==> src/rtl/game_pkg.sv <==
`default_nettype none
// ============================================================================
// Module      : game_pkg
// Description : Shared definitions for the tic-tac-toe controller.
//               - Sequencer state encoding (4-bit).
//               - Win-checker result codes.
//               - ASCII game status codes.
//               - One-hot helper.
// Ports       : none (package)
// Revision    : 1.0 - initial release
// ============================================================================
package game_pkg;

   typedef enum logic [3:0] {
      START  = 4'd0,
      TURN_X = 4'd1,
      TURN_O = 4'd2,
      ERR_X  = 4'd3,
      ERR_O  = 4'd4,
      WRITE  = 4'd5,
      CHECK  = 4'd6,
      WIN_X  = 4'd7,
      WIN_O  = 4'd8,
      CATS   = 4'd9
   } state_t;

   localparam logic [1:0] WIN_ST_NONE = 2'd0;
   localparam logic [1:0] WIN_ST_CATS = 2'd1;
   localparam logic [1:0] WIN_ST_WINO = 2'd2;
   localparam logic [1:0] WIN_ST_WINX = 2'd3;

   localparam logic [7:0] GST_PLAY = 8'h00;
   localparam logic [7:0] GST_X    = 8'h58;
   localparam logic [7:0] GST_O    = 8'h4F;
   localparam logic [7:0] GST_CATS = 8'h43;
   localparam logic [7:0] GST_ERR  = 8'h45;

   localparam logic [3:0] MAX_MOVES = 4'd9;

   // Non-zero with a single bit set.
   function automatic logic is_onehot9(input logic [8:0] v);
      return (v != 9'd0) && ((v & (v - 9'd1)) == 9'd0);
   endfunction

endpackage
`default_nettype wire

==> src/rtl/turn_sequencer_move_check.sv <==
`default_nettype none
// ============================================================================
// Module      : move_check
// Description : Combinational validity check for a place request.
// Ports       : press_x, press_o - rising-edge presses for this cycle
//               turn             - 1 = X to move, 0 = O to move
//               sel_pos[8:0]     - requested square (must be one-hot)
//               occ_square[8:0]  - current board occupancy
//               valid            - request may be written to the board
//               err_cause[2:0]   - {two_buttons, wrong_turn, bad_sel}
// Revision    : 1.0 - initial release
// ============================================================================
module move_check
   import game_pkg::*;
(
   input  logic       press_x,
   input  logic       press_o,
   input  logic       turn,
   input  logic [8:0] sel_pos,
   input  logic [8:0] occ_square,
   output logic       valid,
   output logic [2:0] err_cause
);

   logic w_any_press;
   logic w_one_press;
   logic w_two_buttons;
   logic w_wrong_turn;
   logic w_bad_sel;

   assign w_any_press   = press_x | press_o;
   assign w_one_press   = press_x ^ press_o;
   assign w_two_buttons = press_x & press_o;
   // Only meaningful for a single press; a double press is already flagged.
   assign w_wrong_turn  = w_one_press & (press_x != turn);
   // Covers zero, multi-bit and already-occupied selections.
   assign w_bad_sel     = w_any_press &
                          (!is_onehot9(sel_pos) || ((sel_pos & occ_square) != 9'd0));

   assign valid     = w_one_press & ~w_wrong_turn & ~w_bad_sel;
   assign err_cause = {w_two_buttons, w_wrong_turn, w_bad_sel};

endmodule
`default_nettype wire

==> src/rtl/turn_sequencer.sv <==
`default_nettype none
// ============================================================================
// Module      : turn_sequencer
// Description : Turn sequencer for the tic-tac-toe board datapath. Converts
//               button presses into validated one-cycle board writes, checks
//               the win result after each write and drives status outputs.
// Ports       : clk, reset (async, active-low)
//               button_x, button_o  - player place requests (levels)
//               sel_pos[8:0]        - target square, one-hot
//               occ_square[8:0]     - board occupancy
//               win_result[1:0]     - win checker result
//               wr_en, wr_pos[8:0], wr_player - board write strobe
//               turn_x, turn_o      - player-to-move LEDs
//               game_st[7:0]        - ASCII status
//               move_cnt[3:0]       - accepted moves, 0..9
// Revision    : 1.0 - initial release
// ============================================================================
module turn_sequencer
   import game_pkg::*;
#(
   parameter bit FIRST_X = 1'b1
) (
   input  logic       clk,
   input  logic       reset,
   input  logic       button_x,
   input  logic       button_o,
   input  logic [8:0] sel_pos,
   input  logic [8:0] occ_square,
   input  logic [1:0] win_result,
   output logic       wr_en,
   output logic [8:0] wr_pos,
   output logic       wr_player,
   output logic       turn_x,
   output logic       turn_o,
   output logic [7:0] game_st,
   output logic [3:0] move_cnt
);

   state_t     r_state;
   state_t     w_next;
   logic       r_prev_x;
   logic       r_prev_o;
   logic [8:0] r_wr_pos;
   logic       r_wr_player;
   logic [3:0] r_move_cnt;

   logic       w_press_x;
   logic       w_press_o;
   logic       w_turn_is_x;
   logic       w_valid;
   logic [2:0] w_err_cause;
   logic       w_latch;

   assign w_press_x   = button_x & ~r_prev_x;
   assign w_press_o   = button_o & ~r_prev_o;
   assign w_turn_is_x = (r_state == TURN_X) || (r_state == ERR_X);

   move_check u_move_check (
      .press_x    (w_press_x),
      .press_o    (w_press_o),
      .turn       (w_turn_is_x),
      .sel_pos    (sel_pos),
      .occ_square (occ_square),
      .valid      (w_valid),
      .err_cause  (w_err_cause)
   );

   always_ff @(posedge clk or negedge reset) begin
      if (!reset) begin
         r_state     <= START;
         r_prev_x    <= 1'b0;
         r_prev_o    <= 1'b0;
         r_wr_pos    <= 9'd0;
         r_wr_player <= 1'b0;
         r_move_cnt  <= 4'd0;
      end else begin
         r_state  <= w_next;
         // Edge registers run every cycle, so edges during WRITE/CHECK are lost.
         r_prev_x <= button_x;
         r_prev_o <= button_o;
         if (w_latch) begin
            r_wr_pos    <= sel_pos;
            r_wr_player <= w_turn_is_x;
         end
         if ((r_state == WRITE) && (r_move_cnt != MAX_MOVES)) begin
            r_move_cnt <= r_move_cnt + 4'd1;
         end
      end
   end

   always_comb begin
      w_next  = r_state;
      w_latch = 1'b0;
      wr_en   = 1'b0;
      turn_x  = 1'b0;
      turn_o  = 1'b0;
      game_st = GST_PLAY;
      case (r_state)
         START: begin
            w_next = FIRST_X ? TURN_X : TURN_O;
         end
         TURN_X, ERR_X, TURN_O, ERR_O: begin
            turn_x = w_turn_is_x;
            turn_o = ~w_turn_is_x;
            if ((r_state == ERR_X) || (r_state == ERR_O)) begin
               game_st = GST_ERR;
            end
            if (w_valid) begin
               w_next  = WRITE;
               w_latch = 1'b1;
            end else if (w_err_cause != 3'd0) begin
               w_next = w_turn_is_x ? ERR_X : ERR_O;
            end
         end
         WRITE: begin
            wr_en  = 1'b1;
            w_next = CHECK;
         end
         CHECK: begin
            case (win_result)
               WIN_ST_WINX: w_next = WIN_X;
               WIN_ST_WINO: w_next = WIN_O;
               WIN_ST_CATS: w_next = CATS;
               default: begin
                  // A full board with no result means the checker missed it.
                  if (r_move_cnt == MAX_MOVES) begin
                     w_next = CATS;
                  end else begin
                     w_next = r_wr_player ? TURN_O : TURN_X;
                  end
               end
            endcase
         end
         WIN_X:   game_st = GST_X;
         WIN_O:   game_st = GST_O;
         CATS:    game_st = GST_CATS;
         default: w_next  = START;
      endcase
   end

   assign wr_pos    = wr_en ? r_wr_pos : 9'd0;
   assign wr_player = r_wr_player;
   assign move_cnt  = r_move_cnt;

endmodule
`default_nettype wire

==> config.mk <==
export PLATFORM = sky130hd
export DESIGN_NAME = turn_sequencer
export DESIGN_NICKNAME = d
export VERILOG_FILES = /design/src/rtl/game_pkg.sv /design/src/rtl/turn_sequencer_move_check.sv /design/src/rtl/turn_sequencer.sv
export SDC_FILE = /design/constraint.sdc
export NUM_CORES = 1
export LEC_CHECK = 0
export CORE_ASPECT_RATIO = 0.8
export CORE_UTILIZATION = 43
export CTS_CLUSTER_SIZE = 28
export DETAILED_ROUTE_END_ITERATION = 8
export HOLD_SLACK_MARGIN = 0.03
export PLACE_DENSITY = 0.77
export SYNTH_ARGS = -nofsm -noshare
export SYNTH_HDL_FRONTEND = slang
export SYNTH_SLANG_ARGS = --single-unit
==> constraint.sdc <==
create_clock -name clk -period 5.5 [get_ports clk]
set_input_delay 1.1 -clock clk [delete_from_list [all_inputs] [get_ports clk]]
set_output_delay 1.1 -clock clk [all_outputs]
set_load 0.02 [all_outputs]
==> impl_metrics.tcl <==
set metrics [dict create \
    tritoncts "yes" \
    via_per_inst 5.29 \
    cts_buffers 3 \
    ys_seq_elements 20 \
    r2r_cells 6 \
    dieArea_um2 3540 \
    drive_above_1_share_pct 7.18 \
    synth_cell_type_count 46 \
    setup_viol_count_final 0 \
    cts_buffer_depth 2 \
    seq_area_frac_synth_pct 35.2 \
    grt_overflow 0 \
    row_count 18 \
    hp-class "flip-flop to flip-flop" \
    fin_area_um2 1970 \
    postCtsHoldBufs 0 \
    grtUsageMet1_pct 27.1 \
    ys_top_cells_by_count "dfrtp_1 (20), nor2_1 (11), o21ai_0 (10), and2_1 (9), mux2_1 (9)" \
    num_io_pins 49 \
    crit_end "wr_pos[3]" \
    start_kind "flip-flop" \
    post_cts_buffers 0 \
    cp_cell_sequence "nand2b_1 -> nor2_1 -> and2_1 -> clkdlybuf4s50_1" \
    critPathKind "flip-flop to output pin" \
    totalWireLength_um 3260 \
    switchingPower_mw 0.376 \
    run_status "complete, no violations" \
    crit_start "r_state[2]" \
    endpoint_kind "output pin" \
    firstDrtPassIters 4 \
    powerDensity_nw_per_um2 471 \
    vias 1244 \
    cp_max_fo 16 \
    finalCriticalPeriod_ns 3.59 \
    use_met3_pct 5.17 \
    synth_enable_flop_cells 0 \
    crit_required_ns 4.40 \
    areaGrowthSynthToFinish_pct 38.6 \
    antenna_left 0 \
    finalHoldViolCount 0 \
    finalCritPeriodShare_pct 65.2 \
    multi_input_area_um2 856 \
    comb_power_share_pct 52.9 \
    max_freq_mhz 279 \
    tightest_slew_ns 0.903 \
    core_um2 3110 \
    synth.most_common_cell "dfrtp_1" \
    met2_usage_pct 35.2 \
    r2r_slack_ns 3.16 \
    num_antenna_cells 0 \
    drc 0 \
    die_h_um 53.4 \
    cp.arrival_ns 2.49 \
    port_buffers 46 \
    clk_latency_ns 0.26 \
    placed_area_um2 1900 \
    root_buffer "clkbuf_8" \
    seq_power_share_pct 31.1 \
    synthCells 152 \
    intPower_mw 0.552 \
    initial_core_util_pct 45.7 \
    p_clk_share_pct 16.0 \
    cts.sinks 20 \
    routabilityCongestion 0.749 \
    drt_iter0_markers 59 \
    vdd_drop_max_mv 0.233 \
    h-tree-depth 1 \
    fill_cells 260 \
    slew_violations 0 \
    relSlewSlack_pct 39.6 \
    seq_area_um2 500 \
    yosys.area.top_type "dfrtp_1" \
    clk_pin_slew_ns 0.08 \
    antenna_found_initial 0 \
    yosys_warnings 0 \
    nets 228 \
    synth.top_cell.area_share_pct 35.2 \
    max_stage_delay_ns 0.66 \
    grt_pass1_wl_um 5460 \
    grt_max_degree 21 \
    ys_top_cells_by_area "dfrtp_1 (35%), mux2_1 (7.1%), ha_1 (7.0%), and2_1 (4.0%), o21ai_0 (3.5%)" \
    syn_area_per_cell_um2 9.34 \
    swShare_pct 40.5 \
    finClkSkew_ns 0.00403 \
    wl_per_cell_um 13.9 \
    ys_async_sr_fraction_pct 100 \
    grt_use_total_pct 21.2 \
    synth_ff_type "dfrtp_1" \
    leakagePower_nw 0.841 \
    crit_slowest_cell "dfrtp_1" \
    timing.rr.end "r_wr_pos[1]" \
    syn-cell-area_um2 1420 \
    rsz0062_at_grt "no" \
    first_global_vias 1129 \
    dpl.hpwl_um 2550 \
    final.setup.tns_ns 0 \
    grt-busiest-layer "met2" \
    die_x_um 66.3 \
    cts_resized 0 \
    r2r-start "r_state[2]" \
    drv_cap 0 \
]
-- cell families (layout without fill, tap and decap cells) --
family	after synthesis	in the layout	share of synthesized area, %
buffers and inverters	16	58	4.76
muxes	11	11	8.63
other	1	2	0.264
xor gates and xnor gates	5	5	3.08
DFF	20	20	35.2
adders and majority gates	9	9	7.75
AOI/OAI and AO/OA	36	36	17.8
and+or+nand+nor	54	54	22.5
-- per-layer routing --
layer | routed length, um | part of all wire, % | vias to the layer above
li1 | - | - | 622
met5 | 0 | 0 | -
met1 | 1510 | 46 | 590
met2 | 1570 | 48 | 27
met3 | 135 | 4.1 | 5
met4 | 37 | 1.1 | 0
-- power groups by stage --
| stage | sequential [mW] | clock [mW] | combinational [mW] |
|---|---|---|---|
| floorplan | 0.260 | 0 | 0.330 |
| global route | 0.301 | 0.158 | 0.537 |
| CTS | 0.289 | 0.151 | 0.496 |
| detailed placement | 0.291 | 0 | 0.495 |
| finish | 0.289 | 0.148 | 0.491 |
| global placement | 0.285 | 0 | 0.480 |
-- how the worst min path moves through the flow --
stage | start | endpoint | slack, ns | cells after the start
finish | r_wr_pos[3] | r_wr_pos[3] | 0.49 | 1
global route | r_wr_pos[3] | r_wr_pos[3] | 0.51 | 1
CTS | r_wr_pos[3] | r_wr_pos[3] | 0.49 | 1
detailed placement | r_wr_pos[3] | r_wr_pos[3] | 0.47 | 1
global placement | r_wr_pos[5] | r_wr_pos[5] | 0.46 | 1
floorplan | r_wr_pos[0] | r_wr_pos[0] | 0.45 | 1
-- critical path: cells and delay by family (launching register included) --
family | cells | cell delay [ns]
buf+inv | 1 | 0.62
flops | 1 | 0.66
simple gates | 3 | 0.94
-- stage by stage --
stage | worst slack, ns | cells | power, mW | hold WS, ns | util, %
6_report | 1.91 | 235 | 0.928 | 0.489 | 63.3
5_1_grt | 1.76 | 235 | 0.997 | 0.507 | 63.3
4_1_cts | 1.91 | 235 | 0.936 | 0.488 | 63.3
3_3_place_gp | 1.80 | 231 | 0.765 | 0.460 | 61.0
2_1_floorplan | 2.35 | 153 | 0.590 | 0.449 | -
3_5_place_dp | 1.72 | 231 | 0.787 | 0.471 | 61.0
-- sequential cells by signal, summed over array words and instances, names as in the netlist --
| signal | cells |
|---|---|
| move_cnt | 4 |
| wr_player | 1 |
| r_wr_pos | 9 |
| r_prev_x | 1 |
| r_prev_o | 1 |
| r_state | 4 |
-- layout by cell type (no fill, tap or decap), types with 5 or more instances in the layout --
cell             netlist  routed
and2_1                 9       9
inv_1                  8       8
ha_1                   8       8
nand2_1                8       8
nand2b_1               5       5
nor2_1                11      11
o21ai_0               10      10
mux2_1                 9       9
dfrtp_1               20      20
clkdlybuf4s50_1        0      46
-- layout make-up --
cell class	instances	area share (%)
multi-input combinational	117	43.5
clock inverter	1	1.53
inverter	8	1.53
sequential	20	25.4
tap	40	2.54
clock buffer	3	2.10
timing repair buffer	46	23.4
Power figures use the tool's default switching activity.
